### config.mk
export PLATFORM = sky130hd
export DESIGN_NAME = matrix_result_streamer
export DESIGN_NICKNAME = d
export VERILOG_FILES = /design/src/rtl/matrix_result_streamer.sv
export SDC_FILE = /design/constraint.sdc
export NUM_CORES = 1
export LEC_CHECK = 0
export BUFFER_PORTS_ARGS = -buffer_cell sky130_fd_sc_hd__buf_2
export CELL_PAD_IN_SITES_DETAIL_PLACEMENT = 1
export CELL_PAD_IN_SITES_GLOBAL_PLACEMENT = 1
export CORE_MARGIN = 2
export CORE_UTILIZATION = 45
export DETAILED_ROUTE_END_ITERATION = 7
export PLACE_DENSITY_LB_ADDON = 0.1
export SYNTH_ARGS = -nofsm -noshare
export SYNTH_HDL_FRONTEND = slang
export SYNTH_SLANG_ARGS = --single-unit
### constraint.sdc
create_clock -name i_clk -period 32.5 [get_ports i_clk]
set_input_delay 4.875 -clock i_clk [delete_from_list [all_inputs] [get_ports i_clk]]
set_output_delay 4.875 -clock i_clk [all_outputs]
set_load 0.03 [all_outputs]
### src/rtl/matrix_result_streamer.sv
// Purpose: snapshots a packed 5x5 product matrix on start and streams its c_m x c_n elements row-major.
// Latency: first element presented the cycle after an accepted start; one element per beat thereafter.
// Backpressure: valid/ready; all outputs hold while o_out_valid && !i_out_ready.
module matrix_result_streamer #(
    parameter int ELEM_W  = 16,
    parameter int MAX_DIM = 5
) (
    input  logic                                i_clk,
    input  logic                                i_reset,
    input  logic                                i_start,
    input  logic                                i_in_valid,
    input  logic                                i_in_error,
    input  logic [2:0]                          i_c_m,
    input  logic [2:0]                          i_c_n,
    input  logic [MAX_DIM*MAX_DIM*ELEM_W-1:0]   i_mat_in,
    output logic [ELEM_W-1:0]                   o_out_data,
    output logic [2:0]                          o_out_row,
    output logic [2:0]                          o_out_col,
    output logic                                o_out_valid,
    input  logic                                i_out_ready,
    output logic                                o_out_last_col,
    output logic                                o_out_last,
    output logic                                o_busy,
    output logic                                o_done,
    output logic                                o_err
);

    localparam int MAT_W = MAX_DIM * MAX_DIM * ELEM_W;

    typedef enum logic [1:0] {S_IDLE, S_SEND, S_DONE} state_t;

    state_t             r_state;
    logic [MAT_W-1:0]   r_buf;
    logic [2:0]         r_cm;
    logic [2:0]         r_cn;
    logic [ELEM_W-1:0]  r_data;
    logic [2:0]         r_row;
    logic [2:0]         r_col;
    logic               r_valid;
    logic               r_last_col;
    logic               r_last;
    logic               r_busy;
    logic               r_done;
    logic               r_err;

    logic               w_cap_ok;
    logic               w_beat;
    logic               w_row_end;
    logic [2:0]         w_nrow;
    logic [2:0]         w_ncol;
    logic [8:0]         w_off;
    logic [ELEM_W-1:0]  w_next_data;
    logic               w_next_last_col;
    logic               w_next_last;

    assign w_cap_ok = i_in_valid && !i_in_error
                   && (i_c_m >= 3'd1) && (i_c_m <= 3'(MAX_DIM))
                   && (i_c_n >= 3'd1) && (i_c_n <= 3'(MAX_DIM));

    assign w_beat = r_valid && i_out_ready;

    // Next position after a non-final beat; the row never advances past the
    // last captured row, so the element offset always stays inside r_buf.
    assign w_row_end = (r_col == r_cn - 3'd1);
    assign w_ncol    = w_row_end ? 3'd0 : r_col + 3'd1;
    assign w_nrow    = (w_row_end && (r_row != r_cm - 3'd1)) ? r_row + 3'd1 : r_row;

    assign w_off           = ((9'(w_nrow) * 9'(MAX_DIM)) + 9'(w_ncol)) * 9'(ELEM_W);
    assign w_next_data     = r_buf[w_off +: ELEM_W];
    assign w_next_last_col = (w_ncol == r_cn - 3'd1);
    assign w_next_last     = w_next_last_col && (w_nrow == r_cm - 3'd1);

    // Control FSM with every output registered, so nothing downstream sees a path from i_out_ready.
    always_ff @(posedge i_clk or posedge i_reset) begin
        if (i_reset) begin
            r_state    <= S_IDLE;
            r_buf      <= '0;
            r_cm       <= 3'd0;
            r_cn       <= 3'd0;
            r_data     <= '0;
            r_row      <= 3'd0;
            r_col      <= 3'd0;
            r_valid    <= 1'b0;
            r_last_col <= 1'b0;
            r_last     <= 1'b0;
            r_busy     <= 1'b0;
            r_done     <= 1'b0;
            r_err      <= 1'b0;
        end else begin
            r_err  <= 1'b0;
            r_done <= 1'b0;
            case (r_state)
                S_IDLE: begin
                    if (i_start) begin
                        if (w_cap_ok) begin
                            r_buf      <= i_mat_in;
                            r_cm       <= i_c_m;
                            r_cn       <= i_c_n;
                            r_row      <= 3'd0;
                            r_col      <= 3'd0;
                            r_data     <= i_mat_in[ELEM_W-1:0];
                            r_valid    <= 1'b1;
                            r_busy     <= 1'b1;
                            r_last_col <= (i_c_n == 3'd1);
                            r_last     <= (i_c_n == 3'd1) && (i_c_m == 3'd1);
                            r_state    <= S_SEND;
                        end else begin
                            r_err <= 1'b1;
                        end
                    end
                end
                S_SEND: begin
                    if (w_beat) begin
                        if (r_last) begin
                            r_valid    <= 1'b0;
                            r_last     <= 1'b0;
                            r_last_col <= 1'b0;
                            r_done     <= 1'b1;
                            r_state    <= S_DONE;
                        end else begin
                            r_row      <= w_nrow;
                            r_col      <= w_ncol;
                            r_data     <= w_next_data;
                            r_last_col <= w_next_last_col;
                            r_last     <= w_next_last;
                        end
                    end
                end
                S_DONE: begin
                    r_busy  <= 1'b0;
                    r_state <= S_IDLE;
                end
                default: begin
                    r_valid <= 1'b0;
                    r_busy  <= 1'b0;
                    r_state <= S_IDLE;
                end
            endcase
        end
    end

    assign o_out_data     = r_data;
    assign o_out_row      = r_row;
    assign o_out_col      = r_col;
    assign o_out_valid    = r_valid;
    assign o_out_last_col = r_last_col;
    assign o_out_last     = r_last;
    assign o_busy         = r_busy;
    assign o_done         = r_done;
    assign o_err          = r_err;

endmodule

* Word level (Yosys, flattened, before mapping)
Cells that the tools add are included.
Storage, ports and cells: register bits after elaboration 436, bits of input ports 412, output and inout port bits 28, word-level logic and storage cells 99
Cells by class: add/subtract/negate cells 5, $mul 1, $lt $le $gt $ge 4, equality and inequality tests 13, shift operators 1, muxes and demuxes 42, bitwise operators 2, reductions and logical operators 18
Operators with widths (count):
- variable part select 400 x 10 -> 16 bit | 1
- two-way mux 16 bit | 4
- one-hot mux 16 bit (2 select lines) | 1
- two-way mux 3 bit | 8
- two-way mux 1 bit | 18
- one-hot mux 3 bit (2 select lines) | 2
- inequality test 2 bit (second input constant) | 5
- AND reduction 5 bit | 2
- == test 3 bit | 3
- logical AND 1 bit | 9
- two-way mux 2 bit | 4
- AND reduction 4 bit | 2
- adder 3 x 1 -> 3 bit (second input constant) | 2
- == test 3 x 1 -> 1 bit (second input constant) | 2
- greater-or-equal comparator 3 x 1 -> 1 bit (second input constant) | 2
- <= comparator 3 bit (second input constant) | 2
- one-hot mux 1 bit (2 select lines) | 3
- AND reduction 3 bit | 2
- subtractor 3 x 1 -> 3 bit (second input constant) | 2
- adder 5 x 3 -> 5 bit | 1
- multiplier 3 x 3 -> 5 bit (second input constant) | 1
- one-hot mux 2 bit (2 select lines) | 1
- inequality test 3 bit | 1
- one-hot mux 1 bit (3 select lines) | 1
- other kinds (6) | 7

* Depth between registers and ports, before layout
word-level depth 10, depth in mapped cells 18, depth with buffers taken out 16

* Worst setup path after synthesis
No wires, ideal clock.
path type input-to-reg, from input port i_in_error, to register r_row[2] (netlist: o_out_row[2]), library setup time 129 ps, data arrival time 6386 ps, path slack 25985 ps, cell stages on the path 7, cell sequence nand2b_1 a221oi_1 and3b_1 clkbuf_1 clkbuf_1 clkbuf_1 o2bb2ai_1
On the way: cells in the longest elaborated chain, start to end 8
Ends and longest elaborated chain:
- start, declared | RTL line 12 | input logic i_in_error,
- zero test 1 bit | RTL line 56 | assign w_cap_ok = i_in_valid && !i_in_error
- logical AND 1 bit | RTL line 56
- logical AND 1 bit (2 in a row) | RTL line 57 | && (i_c_m >= 3'd1) && (i_c_m <= 3'(MAX_DIM))
- logical AND 1 bit (2 in a row) | RTL line 58 | && (i_c_n >= 3'd1) && (i_c_n <= 3'(MAX_DIM));
- inequality test 2 bit (no source line)
- AND reduction 5 bit (no source line)
- end signal, assigned | RTL line 121 | r_row <= w_nrow;
- end, declared | RTL line 37 | logic [2:0] r_row;
Every way passes these cells. A chain may end at the register's enable or synchronous reset.

* Worst setup path in the final report
from input port i_in_error, to register r_data[14] (netlist: o_out_data[14])
On the way: cells in the longest elaborated chain, start to end 8
Ends and longest elaborated chain:
- zero test 1 bit | RTL line 56
- logical AND 1 bit | RTL line 56
- logical AND 1 bit (2 in a row) | RTL line 57
- logical AND 1 bit (2 in a row) | RTL line 58
- inequality test 2 bit (no source line)
- AND reduction 5 bit (no source line)
- end signal, assigned | RTL line 101 | r_data <= i_mat_in[ELEM_W-1:0];
- end signal, assigned | RTL line 123 | r_data <= w_next_data;
- end, declared | RTL line 36 | logic [ELEM_W-1:0] r_data;
Every way passes these cells.

==> results.sh <==
export IMPL_hpwl_mm=47.78
export IMPL_cts_resized=0
export IMPL_cts_root_buf="clkbuf_16"
export IMPL_ys_types=50
export IMPL_drtAntennaViolNets=0
export IMPL_io_buffers=439
export IMPL_holdWs_ns=0.4712
export IMPL_pin_count=440
export IMPL_yosys_area_top_type="dfrtp_1"
export IMPL_setup_worst_path_class="input port to flop"
export IMPL_drive_gt1_share_pct=26.50
export IMPL_avgSynthCellArea_um2=9.528
export IMPL_clkSinkCount=436
export IMPL_hold_class="flop to flop"
export IMPL_hp_start="r_buf[87]"
export IMPL_clock_fmax_ghz=0.1248
export IMPL_tns_ns=0
export IMPL_holdBufCountCts=0
export IMPL_yosysMostFrequentCell="nand2_1"
export IMPL_drt_total_wl_mm=67.77
export IMPL_relSlewSlack_pct=24.60
export IMPL_critPathArrivalTime_ns=8.50
export IMPL_critical_path_slowest_cell="and3b_4"
export IMPL_cp_top_family="buffers and inverters"
export IMPL_grt_pass1_vias=17690
export IMPL_p_sw_share_pct=22.04
export IMPL_clkPwrFrac_pct=48.9
export IMPL_postSynth_asyncResetShare_pct=100.0
export IMPL_regToRegStartpoint="r_cn[0]"
export IMPL_wl_per_cell_um=21.61
export IMPL_pwr_density_cell_nw_per_um2=46.79
export IMPL_htree_levels=2
export IMPL_synth_top_cell_area_share_pct=54.14
export IMPL_synth_area_leaders="dfrtp_1 54%, nand2_1 23%, mux4_2 13%, clkbuf_1 2.0%, mux2i_1 0.79%"
export IMPL_status="finished clean"
export IMPL_p_int_mw=0.8909
export IMPL_cp_start_kind="input port"
export IMPL_rsz0062_at_grt="false"
export IMPL_gp_congestion=0.8287
export IMPL_fin_worst_skew_ns=0.01051
export IMPL_grt_pass1_wl_mm=103.9
export IMPL_cp_max_fo=82
export IMPL_synth_top_flop_cell="dfrtp_1"
export IMPL_drc=0
export IMPL_p_switching_mw=0.2519
export IMPL_drt_first_pass_iters=5
export IMPL_die_w_um=215.6
export IMPL_final_cells=3136
export IMPL_num_vias=16610
export IMPL_synth_nets=2540
export IMPL_endpoint_kind="flop"
export IMPL_synthCells=2115
export IMPL_grt_overflow=0
export IMPL_crit_buf_inv=3
export IMPL_synthTopCellsByCount="1224 x nand2_1, 436 x dfrtp_1, 112 x mux4_2"
export IMPL_final_cell_area_um2=24420
export IMPL_antenna_found_initial=22
export IMPL_path_cells="buf_2, nand2b_1, a221oi_1, and3b_4, buf_4, buf_4, and3_1, a21oi_1, o31ai_1"
export IMPL_synth_edf_count=0
export IMPL_postLayoutCoreUtil_pct=55.23
export IMPL_vias_per_cell=5.298
export IMPL_setup_viol=0
export IMPL_syn_area_um2=20150
export IMPL_cpPeakStageDelay_ns=0.99
export IMPL_design_core_area_um2=44220
export IMPL_grtUsageTotal_pct=29.51
export IMPL_ir_worst_vdd_v=0.00003627
export IMPL_dieHeight_um=215.6
export IMPL_ys_warn_count=0
export IMPL_syn_to_final_growth_pct=21.20
export IMPL_worstMarginPinSlew_ns=1.131
export IMPL_period_share_pct=24.65
export IMPL_crit_required_ns=32.99
export IMPL_dr_first_iter_drc_count=1331
export IMPL_start_util_pct=45.57
export IMPL_cts_buffer_depth=3
export IMPL_cts_tree="yes"
export IMPL_hold_viol_final=0
export IMPL_cap_viol_max_count=0
export IMPL_min_period_ns=8.013
export IMPL_ys_seq_elements=436
export IMPL_drv_slew=0
export IMPL_row_count=77
export IMPL_power_leakage_nw=13.41
export IMPL_dp_cells=3029
export IMPL_place_area_um2=22760
export IMPL_clk_insertion_delay_late_ns=0.58
export IMPL_path_clk_slew_ns=0.06
export IMPL_ys_seq_area_share_pct=54.14
export IMPL_post_cts_buffers=0
export IMPL_critPathLaunch="i_in_error"
export IMPL_grt_max_degree=234
export IMPL_numCtsBuffers=49
export IMPL_seqPwrFrac_pct=47.5
export IMPL_pwr_share_comb_pct=3.6
export IMPL_cp_common_cell="buf_4"
export IMPL_die_area_um2=46490
export IMPL_nets=2913
state kept, by name, summed over array words and instances (netlist names):
name / cells
r_state: 2
o_out_last: 1
o_out_valid: 1
o_done: 1
o_out_row: 3
o_out_data: 16
o_out_last_col: 1
r_cm: 3
o_busy: 1
o_err: 1
r_buf: 400
r_cn: 3
o_out_col: 3
per-stage QoR:
step,setup slack (ns),power [mW]
3_3_place_gp,23.95,0.5946
6_report,24.49,1.143
3_5_place_dp,23.87,0.5946
5_1_grt,24.19,1.177
4_1_cts,24.47,1.153
2_1_floorplan,15.48,0.5618
routing by layer:
metal / part of all wire [%] / track usage [%] / vias up / wire, µm
li1: - / - / 7608 / -
met4: 2.7 / 9.839 / 12 / 1820
met3: 6.0 / 6.004 / 107 / 4034
met1: 42 / 39.28 / 8426 / 28500
met2: 49 / 48.57 / 460 / 33340
met5: 0.11 / 0 / - / 72
cell usage in the layout, fill, tap and decap left out, types with 4 or more instances in the layout:
| cell | instances |
|---|---|
| buf_4 | 14 |
| nor3_1 | 7 |
| a2111oi_0 | 6 |
| dfrtp_1 | 436 |
| buf_2 | 439 |
| nand3_1 | 4 |
| a21boi_0 | 12 |
| ha_1 | 10 |
| inv_1 | 10 |
| xor2_1 | 5 |
| o21ai_0 | 15 |
| diode_2 | 16 |
| mux4_2 | 112 |
| clkbuf_8 | 15 |
| clkbuf_1 | 13 |
| mux2i_1 | 16 |
| a21oi_1 | 22 |
| o31ai_1 | 15 |
| and3_1 | 5 |
| clkinv_2 | 8 |
| nor2_1 | 27 |
| clkbuf_16 | 51 |
| xnor2_1 | 9 |
| a2111oi_2 | 8 |
| nand2_1 | 1224 |
logic make-up after synthesis:
group                      after synthesis  share of synthesized area [%]
muxes                                  129                          13.37
buffers and inverters                  144                          2.893
AOI/OAI and AO/OA                       98                          3.756
adders and majority gates               13                         0.8444
xor gates and xnor gates                16                         0.7699
DFF                                    436                          54.14
and+or+nand+nor                       1279                          24.23
final timing paths:
check | to | slack, ns | cells after the start
min in group asynchronous | r_buf[21] | 4.45 | 2
hold / removal | r_buf[87] | 0.47 | 2
max in group asynchronous | r_buf[349] | 24.76 | 5
hold reg to reg | r_buf[87] | 0.47 | 2
setup / recovery | o_out_data[14] | 24.49 | 9
setup reg to reg | o_out_data[9] | 25.96 | 14
worst register-to-register path, cell delays in order, from the launching register on:
cell and delay (ns):
dfrtp_1 0.38, inv_1 0.11, ha_1 0.25, xor3_1 0.42
nor3_4 0.48, o21ai_0 0.37, xnor2_1 0.25, ha_4 0.65
buf_4 0.71, buf_4 0.87, mux4_2 0.71, mux2i_1 0.27
nor2_1 0.06, a2111oi_0 0.75, o31ai_1 0.12
layout make-up:
| cell class | count | area [µm²] |
|---|---|---|
| Tap cell | 592 | 740.7 |
| Clock buffer | 79 | 1531 |
| Inverter | 11 | 48.80 |
| Sequential cell | 436 | 10910 |
| Timing Repair Buffer | 455 | 2342 |
| Clock inverter | 12 | 93.84 |
| Fill cell | 5151 | 19800 |
| Multi-Input combinational cell | 1535 | 8717 |
| Antenna cell | 16 | 40.04 |
power by group through the flow:
| stage | Sequential [mW] | Clock [mW] | Combinational (mW) |
|---|---|---|---|
| floorplan | 0.553 | 0 | 0.00867 |
| global placement | 0.553 | 0 | 0.0418 |
| detailed placement | 0.553 | 0 | 0.0418 |
| CTS | 0.543 | 0.568 | 0.0422 |
| global route | 0.543 | 0.589 | 0.0456 |
| finish | 0.543 | 0.559 | 0.0414 |
Power figures use the tool's default switching activity.
